<file path="config.mk">
export PLATFORM = sky130hd
export DESIGN_NAME = rename_table
export DESIGN_NICKNAME = d
export VERILOG_FILES = /design/src/rtl/mips_core_pkg.sv /design/src/rtl/rename_free_list.sv /design/src/rtl/rename_table.sv
export SDC_FILE = /design/constraint.sdc
export NUM_CORES = 2
export LEC_CHECK = 0
export ABC_AREA = 1
export CAP_MARGIN = 20
export CORE_MARGIN = 2
export CORE_UTILIZATION = 57
export DETAILED_ROUTE_END_ITERATION = 8
export PLACE_DENSITY = 0.77
export SETUP_SLACK_MARGIN = 0.15
export SLEW_MARGIN = 20
export SYNTH_ARGS = -nofsm -noshare
export SYNTH_HDL_FRONTEND = slang
export SYNTH_HIERARCHICAL = 1
export SYNTH_SLANG_ARGS = --single-unit
export TNS_END_PERCENT = 30
</file>
<file path="constraint.sdc">
create_clock -name clk -period 8.6 [get_ports clk]
set_clock_uncertainty 0.05 [all_clocks]
set_input_delay 2.58 -clock clk [delete_from_list [all_inputs] [get_ports clk]]
set_output_delay 2.58 -clock clk [all_outputs]
set_load 0.005 [all_outputs]
</file>
<file path="src/rtl/mips_core_pkg.sv">
// Shared core types and sizing for the rename stage and its neighbours.
package mips_core_pkg;
   localparam int PHYS_REG_COUNT = 64;
   localparam int CKPT_COUNT     = 4;
   localparam int ARCH_REG_COUNT = 32;
   typedef logic [5:0] PhysReg;
endpackage

</file>
<file path="src/rtl/rename_free_list.sv">
// Circular free list of physical registers; the head can be snapshotted and
// restored on mispredict while the tail keeps advancing independently.
module rename_free_list
   import mips_core_pkg::*;
(
   input  logic       clk,
   input  logic       rst,
   input  logic       pop_i,
   input  logic       push_i,
   input  PhysReg     push_data_i,
   input  logic       restore_i,
   input  logic [6:0] restore_head_i,
   output logic [6:0] head_o,
   output PhysReg     head_data_o,
   output logic [6:0] count_o
);
   PhysReg     slots_q [PHYS_REG_COUNT];
   logic [6:0] head_q, head_d;
   logic [6:0] tail_q, tail_d;

   always_comb begin
      head_d = head_q;
      tail_d = tail_q;
      if (restore_i) begin
         head_d = restore_head_i;
      end else if (pop_i) begin
         head_d = head_q + 7'd1;
      end else begin
         head_d = head_q;
      end
      if (push_i) begin
         tail_d = tail_q + 7'd1;
      end else begin
         tail_d = tail_q;
      end
   end

   // Upper slots start at zero; they are written by frees before ever being popped.
   always_ff @(posedge clk) begin
      if (rst) begin
         for (int i = 0; i < PHYS_REG_COUNT; i++) begin
            slots_q[i] <= (i < ARCH_REG_COUNT) ? PhysReg'(i + ARCH_REG_COUNT) : 6'd0;
         end
         head_q <= 7'd0;
         tail_q <= 7'd32;
      end else begin
         if (push_i) begin
            slots_q[tail_q[5:0]] <= push_data_i;
         end
         head_q <= head_d;
         tail_q <= tail_d;
      end
   end

   assign head_o      = head_q;
   assign head_data_o = slots_q[head_q[5:0]];
   assign count_o     = tail_q - head_q;
endmodule

</file>
<file path="src/rtl/rename_table.sv">
// Register rename: arch->phys map, physical ready bits, and per-branch
// checkpoints of map and free-list head for mispredict recovery.
module rename_table
   import mips_core_pkg::*;
#(
   parameter int N_PHYS = PHYS_REG_COUNT,
   parameter int N_CKPT = CKPT_COUNT
) (
   input  logic          clk,
   input  logic          rst,
   input  logic          rename_valid,
   input  logic [4:0]    rs_arch,
   input  logic [4:0]    rt_arch,
   input  logic [4:0]    rw_arch,
   input  logic          uses_rw,
   input  logic          is_cond_branch,
   output PhysReg        rs_phys,
   output PhysReg        rt_phys,
   output PhysReg        rw_phys,
   output PhysReg        rw_phys_old,
   output logic          stall,
   output logic [63:0]   ready_bits,
   input  logic          wb_valid,
   input  PhysReg        wb_phys,
   input  logic          free_valid,
   input  PhysReg        free_phys,
   input  logic          recover,
   input  logic [1:0]    recover_entry,
   input  logic          ckpt_release
);
   PhysReg      map_q [ARCH_REG_COUNT];
   PhysReg      map_d [ARCH_REG_COUNT];
   PhysReg      ckpt_map_q [N_CKPT][ARCH_REG_COUNT];
   logic [6:0]  ckpt_fhead_q [N_CKPT];
   logic [1:0]  ckpt_head_q, ckpt_head_d;
   logic [1:0]  ckpt_tail_q, ckpt_tail_d;
   logic [2:0]  ckpt_count_q, ckpt_count_d;
   logic [63:0] ready_q, ready_d;

   logic        alloc_req_s, do_rename_s, do_alloc_s, take_ckpt_s, release_s, push_s;
   logic [6:0]  fl_head_s, fl_count_s;
   PhysReg      fl_head_data_s;

   rename_free_list u_free_list (
      .clk            (clk),
      .rst            (rst),
      .pop_i          (do_alloc_s),
      .push_i         (push_s),
      .push_data_i    (free_phys),
      .restore_i      (recover),
      .restore_head_i (ckpt_fhead_q[recover_entry]),
      .head_o         (fl_head_s),
      .head_data_o    (fl_head_data_s),
      .count_o        (fl_count_s)
   );

   always_comb begin
      alloc_req_s = uses_rw && (rw_arch != 5'd0);
      stall       = rename_valid && ((alloc_req_s && (fl_count_s == 7'd0)) ||
                                     (is_cond_branch && (ckpt_count_q == 3'(N_CKPT))));
      do_rename_s = rename_valid && !stall && !recover;
      do_alloc_s  = do_rename_s && alloc_req_s;
      take_ckpt_s = do_rename_s && is_cond_branch;
      release_s   = ckpt_release && (ckpt_count_q != 3'd0) && !recover;
      push_s      = free_valid && (free_phys != 6'd0);
      rs_phys     = map_q[rs_arch];
      rt_phys     = map_q[rt_arch];
      rw_phys     = alloc_req_s ? fl_head_data_s : 6'd0;
      rw_phys_old = alloc_req_s ? map_q[rw_arch] : 6'd0;
   end

   // map_d is the post-rename map; it is also what a branch checkpoint captures.
   always_comb begin
      map_d = map_q;
      if (recover) begin
         map_d = ckpt_map_q[recover_entry];
      end else if (do_alloc_s) begin
         map_d[rw_arch] = fl_head_data_s;
      end else begin
         map_d = map_q;
      end
      ready_d = ready_q;
      if (do_alloc_s) begin
         ready_d[fl_head_data_s] = 1'b0;
      end
      if (wb_valid) begin
         ready_d[wb_phys] = 1'b1;
      end
      ready_d[0] = 1'b1;
   end

   always_comb begin
      ckpt_head_d  = ckpt_head_q + {1'b0, release_s};
      ckpt_tail_d  = ckpt_tail_q + {1'b0, take_ckpt_s};
      ckpt_count_d = ckpt_count_q;
      if (recover) begin
         ckpt_tail_d  = recover_entry;
         ckpt_count_d = {1'b0, recover_entry - ckpt_head_q};
      end else begin
         case ({take_ckpt_s, release_s})
            2'b10:   ckpt_count_d = ckpt_count_q + 3'd1;
            2'b01:   ckpt_count_d = ckpt_count_q - 3'd1;
            default: ckpt_count_d = ckpt_count_q;
         endcase
      end
   end

   always_ff @(posedge clk) begin
      if (rst) begin
         for (int i = 0; i < ARCH_REG_COUNT; i++) begin
            map_q[i] <= PhysReg'(i);
         end
         for (int c = 0; c < N_CKPT; c++) begin
            for (int i = 0; i < ARCH_REG_COUNT; i++) begin
               ckpt_map_q[c][i] <= PhysReg'(i);
            end
            ckpt_fhead_q[c] <= 7'd0;
         end
         ready_q      <= 64'h0000_0000_FFFF_FFFF;
         ckpt_head_q  <= 2'd0;
         ckpt_tail_q  <= 2'd0;
         ckpt_count_q <= 3'd0;
      end else begin
         map_q <= map_d;
         if (take_ckpt_s) begin
            ckpt_map_q[ckpt_tail_q]   <= map_d;
            ckpt_fhead_q[ckpt_tail_q] <= fl_head_s + {6'd0, do_alloc_s};
         end
         ready_q      <= ready_d;
         ckpt_head_q  <= ckpt_head_d;
         ckpt_tail_q  <= ckpt_tail_d;
         ckpt_count_q <= ckpt_count_d;
      end
   end

   assign ready_bits = ready_q;
endmodule

</file>
==> flow_metrics.tcl <==
set metrics [dict create \
    status "finished clean" \
    placement_rows 129 \
    r2r_slack_ns 2.69 \
    hold-path-endpoint "ready_bits[1]$_SDFF_PP1_" \
    firstDrtPassIters 9 \
    place_ws_ns 0.7339 \
    period_needed_ns 7.996 \
    ir_drop_v 0.0002425 \
    r2r-end "ckpt_map_q[0][106]$_SDFFCE_PN0P_" \
    p_leak_uw 0.02742 \
    routed-via-count 62320 \
    path_clk_slew_ns 0.06 \
    cts_sinks 1462 \
    syn2layout_area_growth_pct 9.793 \
    holdPathStages 2 \
    wire_per_inst_um 24.48 \
    yosys_warnings 6 \
    regArea_sq_mm 0.04109 \
    clockBufferDepth 3 \
    synth_xor_area_share_pct 0.1959 \
    root_buffer "clkbuf_16" \
    crit_fanout 23 \
    ys_types 42 \
    insertion_delay_ns 0.82 \
    end_kind "primary output" \
    synth-seq-cells 1462 \
    ioPinCount 127 \
    yosysMostFrequentCell "nand2_1" \
    die_y_um 358.3 \
    grt_start_max_net_pins 218 \
    fin_nets 8110 \
    cp_cell_sequence "clkdlybuf4s50_1 > nor2_4 > inv_2 > buf_12 > o22ai_1 > o21ai_0 > nand2_1 > nor2_1 > a21oi_1 > clkdlybuf4s50_1" \
    crit_required_ns 5.97 \
    track_usage_pct 36.82 \
    syn_inst 8223 \
    post_cts_resized 0 \
    drive_gt1_share_pct 5.488 \
    timing.rr.start "u_free_list/tail_q[0]$_SDFFE_PP0P_" \
    holdBufCountCts 0 \
    htreeDepth 4 \
    synth_compound_area_share_pct 14.78 \
    dieWidth_um 358.3 \
    multi_input_area_sq_mm 0.02638 \
    maxSlewHeadroom_pct 16.83 \
    power_frac_seq_pct 48.9 \
    grt_pass1_wl_um 357400 \
    final-setup-viol-count 0 \
    globalplace.congestion 1.001 \
    portBuffers 125 \
    postCtsSetupRepairBufs 0 \
    grt_setup_unrepaired "no" \
    core-area_sq_mm 0.1241 \
    yosys-top-cells-area "edfxtp_1 50%, nand2_1 9.2%, dfxtp_1 7.9%, nand3_1 5.9%, o21ai_0 5.8%" \
    slowest_stage "clkdlybuf4s50_1" \
    synthDominantCellAreaShare_pct 49.53 \
    critPathMaxStageDelay_ns 0.62 \
    hold_viol_final 0 \
    drv_cap 0 \
    grt_pass1_vias 58220 \
    async_reset_ff_share_pct 0 \
    drv_slew 0 \
    cp-start-kind "input port" \
    combinationalPowerShare_pct 12.2 \
    reg2reg_depth 18 \
    ant_nets 0 \
    cts_inserted_buffers 150 \
    tns_ns 0 \
    nFillCells 10100 \
    yosys-mux-area-fraction_pct 0 \
    hp-start "ready_bits[1]$_SDFF_PP1_" \
    synth_seq_area_share_pct 57.42 \
    routed_wirelength_um 240500 \
    synthAdderAreaFrac_pct 0.3183 \
    drt_iter0_markers 9071 \
    hold_path.class "flip-flop to flip-flop" \
    synth_edf_count 1180 \
    p_sw_uw 4472 \
    synth_flop_cell "edfxtp_1" \
    overflow 0 \
    synthSimpleGateAreaFrac_pct 21.47 \
    synth_area_per_cell_sq_um 8.701 \
    internal_power_uw 11830 \
    antenna_found_initial 8 \
    crit_top_cell "clkdlybuf4s50_1" \
    p_per_area_mw_per_mm2 207.5 \
    routed_via_density 6.345 \
    drc_errors 0 \
    critPathKind "input port to primary output" \
    synth_top_area_cell "edfxtp_1" \
    fmax_mhz 125.1 \
    synth_top_family_by_area "simple AND/OR/NAND/NOR gates" \
    tightest_slew_ns 1.243 \
    arrival_ns 5.37 \
    pwr-share-clk_pct 38.9 \
    finalCritPeriodShare_pct 92.97 \
    die_area_sq_mm 0.1284 \
    synth.net_count 8278 \
    start_util_pct 57.64 \
    hpwl_um 149000 \
    synth_common_cells "1,760 x nand2_1, 1,180 x edfxtp_1, 980 x nor2_1" \
    synth.cell_area_sq_mm 0.07155 \
    layout_setup_ws_ns 0.6044 \
    cts_tree "built" \
    sw_frac_of_total_pct 27.43 \
]
==> logic make-up after synthesis <==
logic type / after synthesis
other: 1
xor gates and xnor gates: 16
DFF: 1462
AOI/OAI and AO/OA: 1983
adders and majority gates: 17
and+or+nand+nor: 3718
buffers and inverters: 1026
==> power groups by stage <==
stage	Clock [uW]	Sequential, uW	Combinational (uW)
floorplan	0	8090	1160
global placement	0	8110	1880
detailed placement	0	8110	1900
CTS	6350	7970	1910
global route	6650	7980	2100
finish	6350	7970	1980
==> layout make-up <==
class	count	area share (%)
Antenna cell	4	0.01274
Inverter	452	2.196
Clock inverter	57	0.5559
Tap cell	1637	2.607
Timing Repair Buffer	254	3.251
Multi-Input combinational cell	5735	33.58
Sequential cell	1462	52.30
Clock buffer	221	5.495
==> worst max path at each step <==
stage	start	end	slack, ns	cells past startpoint
after global routing	rw_arch[1]	rw_phys_old[5]	0.55	11
after detailed placement	rw_arch[0]	rw_phys_old[0]	0.73	10
after global placement	rw_arch[0]	rw_phys_old[0]	0.76	10
after floorplan	rw_arch[3]	ckpt_map_q[1][0]$_SDFFCE_PN1P_	0.15	9
final	rw_arch[0]	rw_phys_old[0]	0.60	10
after CTS	rw_arch[0]	rw_phys_old[0]	0.72	10
==> stage by stage <==
| step | std cells | total power [uW] | util [%] | cell area [sq um] | hold slack, ns |
|---|---|---|---|---|---|
| final | 9822 | 16300 | 63.29 | 78550 | 0.4157 |
| after global routing | 9819 | 16730 | 63.28 | 78550 | 0.4398 |
| after CTS | 9818 | 16230 | 63.28 | 78540 | 0.4116 |
| after detailed placement | 9540 | 10020 | 59.45 | 73790 | 0.3991 |
| after global placement | 9540 | 9985 | 59.45 | 73790 | 0.3859 |
| after floorplan | 8223 | 9256 | - | 71550 | 0.3972 |
==> worst max-delay path, delay by kind of cell <==
kind            cells  cell delay, ns
buf+inv             4            1.78
compound gates      3            0.66
simple gates        3            0.31
==> sequential cells by signal, summed over array words and instances (netlist names), named ones only <==
name                 flops
ckpt_count_q             3
ckpt_fhead_q            28
ckpt_head_q              2
ckpt_map_q             768
ckpt_tail_q              2
map_q                  192
ready_bits              63
u_free_list/head_o       7
u_free_list/slots_q    384
u_free_list/tail_q       7
==> routing by layer <==
layer / up-vias / global-route usage (%) / share of wire (%)
met5: - / 0 / 0.024
met4: 8 / 21.83 / 6.6
met3: 814 / 7.487 / 11
met2: 4123 / 58.25 / 46
met1: 29220 / 47.06 / 36
li1: 28160 / - / -
==> cell usage in the layout (no fill, tap or decap), drive strengths merged, types with 19 or more instances in the layout <==
cell type      Yosys  final
inv              446    448
clkinv             6     59
a21oi            728    728
nor2            1017   1017
clkdlybuf4s50      0    117
nand3            845    845
o21ai            877    877
buf              196    136
clkbuf           378    222
nor3              66     66
o22ai            269    269
o221ai            19     19
edfxtp          1180   1180
dfxtp            282    282
nand2           1763   1763
a211oi            30     30
Note: power is estimated with default switching activity, not from simulation.
